File: src/rtl/hazard_pkg.sv
// Shared types and constants for the pipeline hazard controller.
// Memory-wait FSM states and E-stage operand forwarding select encodings.
package hazard_pkg;

   typedef enum logic [1:0] {
      ST_RUN      = 2'd0,
      ST_MEM_WAIT = 2'd1,
      ST_ERR      = 2'd2
   } hz_state_e;

   localparam logic [1:0] FWD_RF  = 2'b00;
   localparam logic [1:0] FWD_WB  = 2'b01;
   localparam logic [1:0] FWD_MEM = 2'b10;

   localparam int REG_ZERO = 0;

endpackage

File: src/rtl/hazard_mem_wait_fsm.sv
// Tracks outstanding data-memory accesses in M; raises mem_stall while waiting
// and latches a sticky mem_err once a wait exceeds MEM_TIMEOUT cycles.
module hazard_mem_wait_fsm
   import hazard_pkg::*;
#(
   parameter int MEM_TIMEOUT = 15
) (
   input  logic clk,
   input  logic rst,
   input  logic mem_req_m,
   input  logic mem_ready,
   output logic mem_stall,
   output logic mem_err
);

   localparam int CW = $clog2(MEM_TIMEOUT + 1);
   localparam logic [CW-1:0] TIMEOUT_C = CW'(MEM_TIMEOUT);

   hz_state_e     state_q, state_d;
   logic [CW-1:0] wait_cnt_q, wait_cnt_d;
   logic          mem_err_q, mem_err_d;

   always_comb begin
      state_d    = state_q;
      wait_cnt_d = wait_cnt_q;
      mem_stall  = 1'b0;
      case (state_q)
         ST_RUN: begin
            if (mem_req_m && !mem_ready) begin
               mem_stall  = 1'b1;
               state_d    = ST_MEM_WAIT;
               wait_cnt_d = CW'(1);
            end
         end
         ST_MEM_WAIT: begin
            // The stalled M instruction keeps its request alive, so only ready matters here.
            if (mem_ready) begin
               state_d    = ST_RUN;
               wait_cnt_d = '0;
            end else if (wait_cnt_q < TIMEOUT_C) begin
               mem_stall  = 1'b1;
               wait_cnt_d = wait_cnt_q + CW'(1);
            end else begin
               mem_stall = 1'b1;
               state_d   = ST_ERR;
            end
         end
         ST_ERR: begin
            mem_stall = 1'b1;
         end
         default: begin
            state_d    = ST_RUN;
            wait_cnt_d = '0;
         end
      endcase
      mem_err_d = mem_err_q | (state_d == ST_ERR);
   end

   always_ff @(posedge clk or posedge rst) begin
      if (rst) begin
         state_q    <= ST_RUN;
         wait_cnt_q <= '0;
         mem_err_q  <= 1'b0;
      end else begin
         state_q    <= state_d;
         wait_cnt_q <= wait_cnt_d;
         mem_err_q  <= mem_err_d;
      end
   end

   assign mem_err = mem_err_q;

endmodule

File: src/rtl/hazard_ctrl_unit.sv
// Pipeline stall/flush/forwarding control: memory wait > branch redirect > load-use.
// Perf counters are built only when HAZ_PERF_CNT_EN is defined; otherwise they read zero.
module hazard_ctrl_unit
   import hazard_pkg::*;
#(
   parameter int REG_AW      = 3,
   parameter int MEM_TIMEOUT = 15
) (
   input  logic              clk,
   input  logic              rst,
   input  logic [REG_AW-1:0] rs1_d,
   input  logic [REG_AW-1:0] rs2_d,
   input  logic              use_rs1_d,
   input  logic              use_rs2_d,
   input  logic [REG_AW-1:0] rs1_e,
   input  logic [REG_AW-1:0] rs2_e,
   input  logic [REG_AW-1:0] rd_e,
   input  logic              wr_e,
   input  logic              load_e,
   input  logic [REG_AW-1:0] rd_m,
   input  logic              wr_m,
   input  logic              load_m,
   input  logic [REG_AW-1:0] rd_w,
   input  logic              wr_w,
   input  logic              branch_taken_e,
   input  logic              mem_req_m,
   input  logic              mem_ready,
   output logic              stall_f,
   output logic              stall_d,
   output logic              stall_e,
   output logic              stall_m,
   output logic              flush_d,
   output logic              flush_e,
   output logic              flush_w,
   output logic [1:0]        fwd_a_e,
   output logic [1:0]        fwd_b_e,
   output logic              mem_err,
   output logic [15:0]       stall_cycles,
   output logic [15:0]       flush_events
);

   localparam logic [REG_AW-1:0] RZ = REG_AW'(REG_ZERO);

   logic mem_stall;
   logic load_use;

   hazard_mem_wait_fsm #(.MEM_TIMEOUT(MEM_TIMEOUT)) u_mem_wait (
      .clk       (clk),
      .rst       (rst),
      .mem_req_m (mem_req_m),
      .mem_ready (mem_ready),
      .mem_stall (mem_stall),
      .mem_err   (mem_err)
   );

   // A load result is not on the M ALU path, so a load in M can only forward once it reaches W.
   function automatic logic [1:0] fwd_sel(input logic [REG_AW-1:0] rs);
      if (wr_m && !load_m && rd_m != RZ && rd_m == rs) return FWD_MEM;
      else if (wr_w && rd_w != RZ && rd_w == rs)       return FWD_WB;
      else                                            return FWD_RF;
   endfunction

   always_comb begin
      stall_f = 1'b0;
      stall_d = 1'b0;
      stall_e = 1'b0;
      stall_m = 1'b0;
      flush_d = 1'b0;
      flush_e = 1'b0;
      flush_w = 1'b0;
      fwd_a_e = FWD_RF;
      fwd_b_e = FWD_RF;
      load_use = load_e && wr_e && (rd_e != RZ) &&
                 ((use_rs1_d && rs1_d == rd_e) || (use_rs2_d && rs2_d == rd_e));
      if (!rst) begin
         if (mem_stall) begin
            stall_f = 1'b1;
            stall_d = 1'b1;
            stall_e = 1'b1;
            stall_m = 1'b1;
            flush_w = 1'b1;
         end else if (branch_taken_e) begin
            flush_d = 1'b1;
            flush_e = 1'b1;
         end else if (load_use) begin
            stall_f = 1'b1;
            stall_d = 1'b1;
            flush_e = 1'b1;
         end
         fwd_a_e = fwd_sel(rs1_e);
         fwd_b_e = fwd_sel(rs2_e);
      end
   end

`ifdef HAZ_PERF_CNT_EN
   logic [15:0] stall_cycles_q, stall_cycles_d;
   logic [15:0] flush_events_q, flush_events_d;

   always_comb begin
      stall_cycles_d = stall_cycles_q;
      flush_events_d = flush_events_q;
      if (stall_f && stall_cycles_q != 16'hFFFF)
         stall_cycles_d = stall_cycles_q + 16'd1;
      if ((flush_d || flush_e) && flush_events_q != 16'hFFFF)
         flush_events_d = flush_events_q + 16'd1;
   end

   always_ff @(posedge clk or posedge rst) begin
      if (rst) begin
         stall_cycles_q <= 16'h0000;
         flush_events_q <= 16'h0000;
      end else begin
         stall_cycles_q <= stall_cycles_d;
         flush_events_q <= flush_events_d;
      end
   end

   assign stall_cycles = stall_cycles_q;
   assign flush_events = flush_events_q;
`else
   assign stall_cycles = 16'h0000;
   assign flush_events = 16'h0000;
`endif

endmodule

File: config.mk
export PLATFORM = sky130hd
export DESIGN_NAME = hazard_ctrl_unit
export DESIGN_NICKNAME = d
export VERILOG_FILES = /design/src/rtl/hazard_pkg.sv /design/src/rtl/hazard_mem_wait_fsm.sv /design/src/rtl/hazard_ctrl_unit.sv
export SDC_FILE = /design/constraint.sdc
export NUM_CORES = 1
export LEC_CHECK = 0
export ABC_AREA = 0
export CORE_ASPECT_RATIO = 0.8
export CORE_UTILIZATION = 29
export CTS_BUF_LIST = sky130_fd_sc_hd__clkbuf_16
export DETAILED_ROUTE_END_ITERATION = 6
export PLACE_DENSITY = 0.76
export SYNTH_ARGS = -nofsm -noshare
export SYNTH_HDL_FRONTEND = slang
export SYNTH_HIERARCHICAL = 1
export SYNTH_SLANG_ARGS = --single-unit
export TNS_END_PERCENT = 100
File: constraint.sdc
create_clock -name clk -period 1.3 [get_ports clk]
set_input_delay 0.26 -clock clk [delete_from_list [all_inputs] [get_ports clk]]
set_output_delay 0.26 -clock clk [all_outputs]
set_load 0.02 [all_outputs]
==> metrics, run 1 <==
status=complete, but fails checks; failing checks=setup timing; I/O Pins=77; Final Setup Violations=11; IO buf count=44; WHS=279 ps; Fin. Hold Viols=0; Tightest Hold Check Type=in2async; largest net degree at the start of global routing=13; hold_buf cts=0; overall power=1.30 mW; CP Class=in2out; Bufs on Longest Clock Path=2; layout cells sized above 1=0.500; Mapped Cells=115; core area=3090 µm²; syn_area_per_cell=8.18 µm²; Tcrit/Tclk final=1.23; grt total ovfl=0; final non-filler cell total=roughly 230; Pins Over Slew Limit=0; die height=52.9 µm; most common cell after layout, fill and taps aside=conb_1; CTS tree=yes; post-DP HPWL=1960 µm; clock slew at reported path FFs=30 ps; CP required=1040 ps; Rows=18; via count=963; WP data arrival=1340 ps; pwr dens=around 730 nW/µm²; cell leakage power=0.855 nW; Antenna Cells=0; Clock Root Buffer=clkbuf_16; DP Area=1510 µm²; Vias/cell=4.26; final worst slack=-300 ps; Reg area=about 180 µm²; chip width=~66 µm; final instance area=between 1500 and 2000 µm²; fill count=about 270; post-synthesis cell type count=34; drt pass-1 iters=4; placed insts=217; Clock Sinks=7; DRC=0; Multi-input gate area=807 µm²; initial antenna violation count=0; # H-tree levels=1; DR WL/cell=12.3 µm; Initial Util=0.305; Final Wtd Congestion=0.794; Final #Nets=221; TritonCTS buffer count=3; Detailed Route Iter0 Violations=39; global-route wire length before repair=4090 µm; Max Cap Viol=0; worst vdd ir=480 µV; yosys warns=6; Syn-to-layout area delta=89.4%; Critical Path Sink Type=output port; clock skew=1.13 ps; #FFs+latches synth=7; RSZ-0062 raised after global routing=true; Worst setup SP type=input pin; CP Max Fanout=2; WL final=2780 µm; Fmax=625 MHz; post-synthesis sequential area ratio=0.186; commonest cells after routing, fill and taps aside=conb_1 (32), buf_4 (25), buf_6 (22), dlygate4sd2_1 (12), xnor2_2 (8); aggregate global-route resource usage=0.163; crit path time final=roughly 1600 ps; Die Area=3480 µm²; Antenna Nets Post-Route=0; vias in the first global route=895; synthesized cell area=941 µm²; Clock Latency Late Sink=230 ps
[per-layer routing]
metal  track usage  routed length, µm  up-vias
li1              -                  -      474
met1         0.205               1210      440
met2         0.270               1420       45
met3        0.0172                112        4
met4        0.0906                 46        0
met5             0                  0        -
[worst paths after layout]
kind | from | endpoint | slack (ps) | cells after the start
setup reg to reg | u_mem_wait/wait_cnt_q[1] | u_mem_wait/wait_cnt_q[0] | 60 | 4
max in group asynchronous | rst | u_mem_wait/wait_cnt_q[2] | 830 | 3
hold / removal | rst | u_mem_wait/state_q[1] | 280 | 3
min in group clk | u_mem_wait/mem_err | u_mem_wait/mem_err | 470 | 1
setup / recovery | rd_m[2] | fwd_a_e[0] | -300 | 7
hold reg to reg | u_mem_wait/mem_err | u_mem_wait/mem_err | 470 | 1
[sequential cells by signal, summed over array words and instances (netlist names)]
name and cells:
u_mem_wait/mem_err 1, u_mem_wait/state_q 2, u_mem_wait/wait_cnt_q 4
[cell type report]
type                       count  area share
multi-input combinational     98       0.453
timing repair buffer          72       0.364
sequential                     7      0.0983
clock buffer                   3      0.0421
tap                           40      0.0281
inverter                       5      0.0119
clock inverter                 1     0.00211
[through the flow]
stage | setup slack (ps) | setup TNS [ps] | utilization
global route | -328 | -3140 | 0.577
CTS | -265 | -2560 | 0.538
finish | -300 | -2470 | 0.577
global placement | -1210 | -12030 | 0.488
detailed placement | -1180 | -11920 | 0.488
floorplan | -152 | -348 | -
[worst max-delay path, stage by stage]
cell	delay, ps
buf_8	110
o311ai_4	340
buf_4	170
nor4_2	40
buf_4	130
nor3_2	130
buf_4	160
[logic make-up (layout without fill, tap and decap cells)]
logic type	Yosys count	in the layout	synth area share
buffers and inverters	41	81	0.305
xor gates and xnor gates	18	18	0.168
DFF	7	7	0.186
other	1	32	0.00399
adders and majority gates	1	1	0.0133
AOI/OAI and AO/OA	17	17	0.130
and+or+nand+nor	30	30	0.194
[report_power, final]
part	leakage (nW)	switching (mW)	internal, mW
sequential	0.0884	0.00985	0.233
combinational	0.724	0.287	0.262
clock	0.0423	0.106	0.399
total	0.855	0.403	0.894
[synth_stat cells, drive strengths merged]
| master | n | area [µm²] |
|---|---|---|
| conb | 1 | 3.75 |
| nand4b | 1 | 8.76 |
| dfrtp | 7 | 175 |
| and3 | 2 | 17.5 |
| nor4 | 2 | 12.5 |
| a41oi | 1 | 8.76 |
| nor3 | 2 | 10.0 |
| a311o | 1 | 10.0 |
| xor2 | 6 | 52.6 |
| and2 | 2 | 12.5 |
| nand2b | 2 | 12.5 |
| a211oi | 2 | 15.0 |
| xnor2 | 12 | 105 |
| nor2 | 4 | 17.5 |
| inv | 5 | 18.8 |
| o21ai | 3 | 15.0 |
| or3b | 1 | 11.3 |
| a211o | 1 | 8.76 |
| nand3b | 2 | 15.0 |
| buf | 36 | 268 |
| nor4bb | 1 | 10.0 |
| o311ai | 3 | 26.3 |
| o211a | 1 | 10.0 |
| nand2 | 3 | 11.3 |
| nand4 | 3 | 18.8 |
| nand3 | 5 | 25.0 |
| ha | 1 | 12.5 |
| a21oi | 5 | 28.8 |
[timing repair]
action                                  in CTS  in global routing
gates resized for setup                    174                 27
endpoints found under the setup margin      13                 14
pin swaps                                   26                 19
buffers inserted                             1                  4
Power figures use the tool's default switching activity.
==> run 2: changes to the inputs <==
--- a/config.mk
+++ b/config.mk
@@ -9,6 +9,7 @@
 export CORE_ASPECT_RATIO = 0.8
 export CORE_UTILIZATION = 29
 export CTS_BUF_LIST = sky130_fd_sc_hd__clkbuf_16
+export CTS_CLUSTER_SIZE = 24
 export DETAILED_ROUTE_END_ITERATION = 6
 export PLACE_DENSITY = 0.76
 export SYNTH_ARGS = -nofsm -noshare
==> results of run 2 <==
The final DEF is identical to that of run 1; final timing and power are the same.
==> run 3: changes to the inputs <==
--- a/config.mk
+++ b/config.mk
@@ -12,6 +12,7 @@
 export CTS_CLUSTER_SIZE = 24
 export DETAILED_ROUTE_END_ITERATION = 6
 export PLACE_DENSITY = 0.76
+export SLEW_MARGIN = 15
 export SYNTH_ARGS = -nofsm -noshare
 export SYNTH_HDL_FRONTEND = slang
 export SYNTH_HIERARCHICAL = 1
==> results of run 3 <==
The final DEF is identical to that of run 1; final timing and power are the same.
==> RTL change 1, RTL diff (settings of run 3) <==
The package constant `REG_ZERO` goes from 0 to 1.
--- a/src/rtl/hazard_pkg.sv
+++ b/src/rtl/hazard_pkg.sv
@@ -14,3 +14,3 @@
 
-   localparam int REG_ZERO = 0;
+   localparam int REG_ZERO = 1;
 
Check against the original RTL: not equivalent (a bounded check fails within 4 cycles, from zero or initial values and one cycle with rst high).
==> RTL change 1 against run 3 <==
  * Clock power rose by 1%
  * Wire length fell by 15%
  * Worst setup slack improved by 0.049 ns
  * Combinational power fell by 2%
  * First-iteration DRC count fell by 67%
  * Utilization fell by 0.82 points
  * Hold slack improved by 0.14 ns
  * Cell area fell by 0.70%
  * Synthesized area rose by 2.0%
  * The run still ends with setup timing left
  * Total power fell by 0.36%
  * Sequential cell count did not move
==> RTL change 1: results (changes against run 3) <==
Setup path
  • Max incr delay on CP: 0.36 ns (+0.02 ns)
  • Worst path slowest cell: a211o_1
  • Crit. Startpoint: rs2_d[2]
  • Reg2reg setup slack: 0.03 ns (-0.03 ns)
  • RR Startpoint: u_mem_wait/wait_cnt_q[0]$_DFFE_PP0P_
  • Worst-path fanout max: 2 (unchanged)
  • CP delay by family, top: compound AO/OA/AOI/OAI gates
  • FF-to-FF path depth: 4 (unchanged)
  • CP arrival: 1.29 ns (-0.05 ns)

Drt
  • DR WL/cell: 10.3 microns (-16%)
  • Vias per cell: 4.02 (-5.7%)
  • Drt first-iter violations: 13 (-67%)

Global routing
  • Vias in the first global route: 854 (-4.6%)
  • First-pass GRT wire length: 3.83 mm (-6.4%)
  • Initial antenna violation count: 0 (unchanged)
  • GRT Total Usage: 14.6% (-1.7 points)

Yosys
  • Top post-synthesis cells by area: buf_4, dfrtp_1, xnor2_1
  • Synth Flop Type: dfrtp_1
  • Synth cell count leaders: buf_4, xnor2_1, dfrtp_1
  • Sequential element share of the synthesized area: 18.3% (-0.36 points)

Placement
  • Final estimated routing congestion in global placement: 0.754 (-5.0%)
  • Post-DP HPWL: 1.81 mm (-7.5%)
  • Placed cell area: 1530 sq um (+1.6%)

Outcome
  • Violated checks: setup timing
  • Outcome: finished with violations

STA
  • Final worst slack: -0.252 ns (+0.0489 ns)
  • Final Hold Slack: 0.415 ns (+0.137 ns)
  • Setup violations, final: 11 (unchanged)

Layout
  • Fin nets: 224 (+1.4%)
  • Layout cells sized above 1: 51.3% (+1.3 points)
  • N_diodes: 0 (unchanged)
  • FILL cells: 295 (+11%)

Power
  • LEAKAGE: 0.831 nW (-2.8%)
  • Peak VDD IR: 1.17 mV (+140%)

CTS
  • Total CTS buffers: 3 (unchanged)
## RTL change 1: cell types whose count changed after synthesis
cell	change
nand3b_1	+1
nand2_1	+1
inv_1	+1
and2_1	-1
nor2_1	+2
o311ai_0	-2
o21a_1	+1
nor2b_1	+2
o311ai_2	+1
and3_1	-1
o211a_1	-1
## RTL change 1: kinds of logic after synthesis
kind of cell               after synthesis  synth area share, %
buffers and inverters                   42                 30.2
and+or+nand+nor                         34                 21.0
xor gates and xnor gates                18                 16.4
AOI/OAI and AO/OA                       16                 12.4
DFF                                      7                 18.3
adders and majority gates                1                 1.30
other                                    1                0.391
## RTL change 1: routing by layer
layer / routed length (microns) / global-route usage [%] / vias up
met4: 13 / 3.90 / 0
met5: 0 / 0 / -
met3: 120 / 3.45 / 2
li1: - / - / 476
met2: 1230 / 25.3 / 31
met1: 996 / 18.0 / 411
## RTL change 1: layout make-up
type	count	share of cell area (%)
clock buffers	3	4.24
clock inverters	1	0.212
inverters	6	1.56
multi-input cells	101	46.4
flip-flops and latches	7	9.90
well taps	40	2.83
repair buffers	71	34.9
## RTL change 1: worst max path at each step
stage | depth (start not counted) | end
5_1_grt | 6 | stall_f
3_5_place_dp | 6 | fwd_a_e[1]
4_1_cts | 7 | fwd_a_e[0]
6_report | 6 | stall_d
2_1_floorplan | 5 | stall_f
3_3_place_gp | 6 | stall_f
## RTL change 1: report_power, final
group	internal (mW)	switching, mW	leakage [nW]
logic	0.258	0.281	0.700
clock network	0.399	0.110	0.0423
registers	0.233	0.0109	0.0884
## RTL change 1: repair_timing
action                                  CTS  global route
buffers inserted                          2             5
cloned                                    0             0
hold endpoints to repair                  0             0
pin swaps                                25            13
endpoints found under the setup margin   13            12
gates resized for setup                 180            13
## RTL change 1: stage by stage
step | setup slack [ns] | utilization (%) | setup TNS, ns | cells | power [mW]
2_1_floorplan | -0.152 | - | -0.419 | 150 | 0.577
3_3_place_gp | -1.14 | 49.2 | -11.68 | 219 | 0.721
3_5_place_dp | -1.26 | 49.2 | -11.95 | 219 | 0.726
4_1_cts | -0.248 | 55.6 | -2.40 | 225 | 1.28
5_1_grt | -0.314 | 56.9 | -3.01 | 229 | 1.36
6_report | -0.252 | 56.9 | -2.26 | 229 | 1.29
## RTL change 1: worst min-delay path: stages
cell and delay, ns:
dlygate4sd2_1 0.25, buf_4 0.16, buf_4 0.15, inv_1 0.21
==> RTL change 2, RTL diff (config.mk and constraints of run 3) <==
Without the edit above. The 3 states of `hz_state_e` get a one-hot encoding in 3 bits.
--- a/src/rtl/hazard_pkg.sv
+++ b/src/rtl/hazard_pkg.sv
@@ -4,6 +4,6 @@
 
-   typedef enum logic [1:0] {
-      ST_RUN      = 2'd0,
-      ST_MEM_WAIT = 2'd1,
-      ST_ERR      = 2'd2
+   typedef enum logic [2:0] {
+      ST_RUN      = 3'b001,
+      ST_MEM_WAIT = 3'b010,
+      ST_ERR      = 3'b100
    } hz_state_e;
Check against the original RTL: same outputs for any inputs over 10 cycles, from zero or initial values and one cycle with rst high; not proved beyond that.
==> RTL change 2 against run 3 <==
  * The run still ends with setup timing left
  * Synthesized area is 8.8% higher
  * Register-to-register slack worse by 0.62 ns
  * Hold slack better by 0.013 ns
  * Clock power is 4.2% higher
  * Sequential cell count is 1 higher
  * Worst setup slack worse by 0.31 ns
  * Wire length is 15% higher
  * Die area is 8.5% higher
  * Cell area is 14% higher
  * Global-route usage is 0.90 points higher
  * Utilization is 5.6 points higher
  * Total power is 8.2% lower
  * Cell count is 12% higher
  * Critical endpoint is now stall_d
  * Largest cell class unchanged
  * Largest power group is now clock
==> RTL change 2: results (changes against run 3) <==
Drt
  • Drt first-iter violations: 24 (-38%)
  • Detailed Route WL: 3.19 mm (+15%)
  • Routed vias: 1094 (+14%)
  • Vias per cell: 4.31 (+1.1%)

Setup path
  • Reg2reg setup slack: -0.56 ns (-0.62 ns)
  • CP arrival: 1.65 ns (+0.31 ns)
  • Setup Crit Path Kind: flip-flop to output pin
  • Worst-path fanout max: 4 (+2)
  • CP endpoint: stall_d
  • Max incr delay on CP: 0.55 ns (+0.21 ns)
  • RR Endpoint: u_mem_wait/state_q[1]$_DFF_PP0_
  • Worst path slowest cell: dfstp_2
  • CP delay by family, top: compound AO/OA/AOI/OAI gates
  • RR Startpoint: u_mem_wait/state_q[0]$_DFF_PP1_
  • FF-to-FF path depth: 11 (+7)

Yosys
  • Gate Count Post-Synth: 125 (+8.7%)
  • Yosys cell types: 36 (+5.9%)
  • Sequential element share of the synthesized area: 19.7% (+1.1 points)
  • Synth cell count leaders: buf_4, xnor2_1, inv_1
  • Top post-synthesis cells by area: buf_4, dfrtp_1, xnor2_1
  • Synth Flop Type: dfrtp_1

Layout
  • Fin nets: 249 (+13%)
  • Largest reg by FF count: u_mem_wait/wait_cnt_q
  • Layout cells sized above 1: 50.5% (+0.47 points)

Global routing
  • First-pass GRT wire length: 4.69 mm (+15%)
  • GRT Total Usage: 17.2% (+0.90 points)
  • Vias in the first global route: 1035 (+16%)
  • Largest net degree at the start of global routing: 10 (-3)

Power
  • LEAKAGE: 0.964 nW (+13%)
  • Peak VDD IR: 0.623 mV (+30%)

Placement
  • Placed cell area: 1640 sq um (+8.7%)
  • Final estimated routing congestion in global placement: 0.793 (-0.20%)
  • IO buf count: 44 (unchanged)
  • Post-DP HPWL: 2.33 mm (+19%)
  • Placed instance count: 235 (+8.3%)
  • Worst slack, placed: -1.21 ns (-0.0307 ns)

STA
  • Final worst slack: -0.611 ns (-0.310 ns)
  • Setup violations, final: 17 (+6)
  • Fin Clk Skew: 0.00585 ns (+0.00473 ns)
  • Setup TNS: -6.42 ns (-3.95 ns)
  • Final Hold Slack: 0.292 ns (+0.0134 ns)

Outcome
  • Violated checks: setup timing
  • Outcome: finished with violations
## RTL change 2: cell types whose count changed in the layout (fill, tap and decap cells not counted), sizes merged, moves of 2 or more
cell	change
inv	+3
clkdlybuf4s50	+9
buf	+9
o21ai	+3
nand3b	-2
a31oi	+2
## RTL change 2: final cells by class
cell class                 instances  area [sq um]  share of cell area, %
clock inverter                     1          3.75                  0.184
clock buffer                       3          75.1                   3.68
sequential                         8           201                   9.88
tap                               40          50.0                   2.45
inverter                           8          30.0                   1.47
multi-input combinational        104           873                   42.8
timing repair buffer              90           806                   39.5
## RTL change 2: kinds of logic (layout without fill, tap and decap cells)
group | after synthesis | count (layout) | share of synthesized area [%]
buffers and inverters | 44 | 102 | 29.3
and+or+nand+nor | 31 | 31 | 18.0
AOI/OAI and AO/OA | 22 | 22 | 16.0
xor gates and xnor gates | 18 | 18 | 15.4
DFF | 8 | 8 | 19.7
adders and majority gates | 1 | 1 | 1.22
other | 1 | 32 | 0.366
## RTL change 2: where the power goes
group | total, mW | switching (mW) | internal [mW]
clock | 0.525 | 0.124 | 0.401
sequential | 0.250 | 0 | 0.250
combinational | 0.415 | 0.225 | 0.190
total | 1.19 | 0.349 | 0.842
## RTL change 2: metal layers
metal / vias to the layer above / GRT usage (%) / part of all wire (%)
met5: - / 0 / 0
met4: 0 / 4.17 / 1.4
met3: 6 / 3.07 / 4.6
met2: 49 / 33.5 / 55
met1: 501 / 19.3 / 39
li1: 538 / - / -
## RTL change 2: timing repair
| item | CTS | global route |
|---|---|---|
| setup endpoints to repair | 18 | 18 |
| gates resized for setup | 144 | 26 |
| buffers inserted | 12 | 4 |
| pin swaps | 18 | 21 |
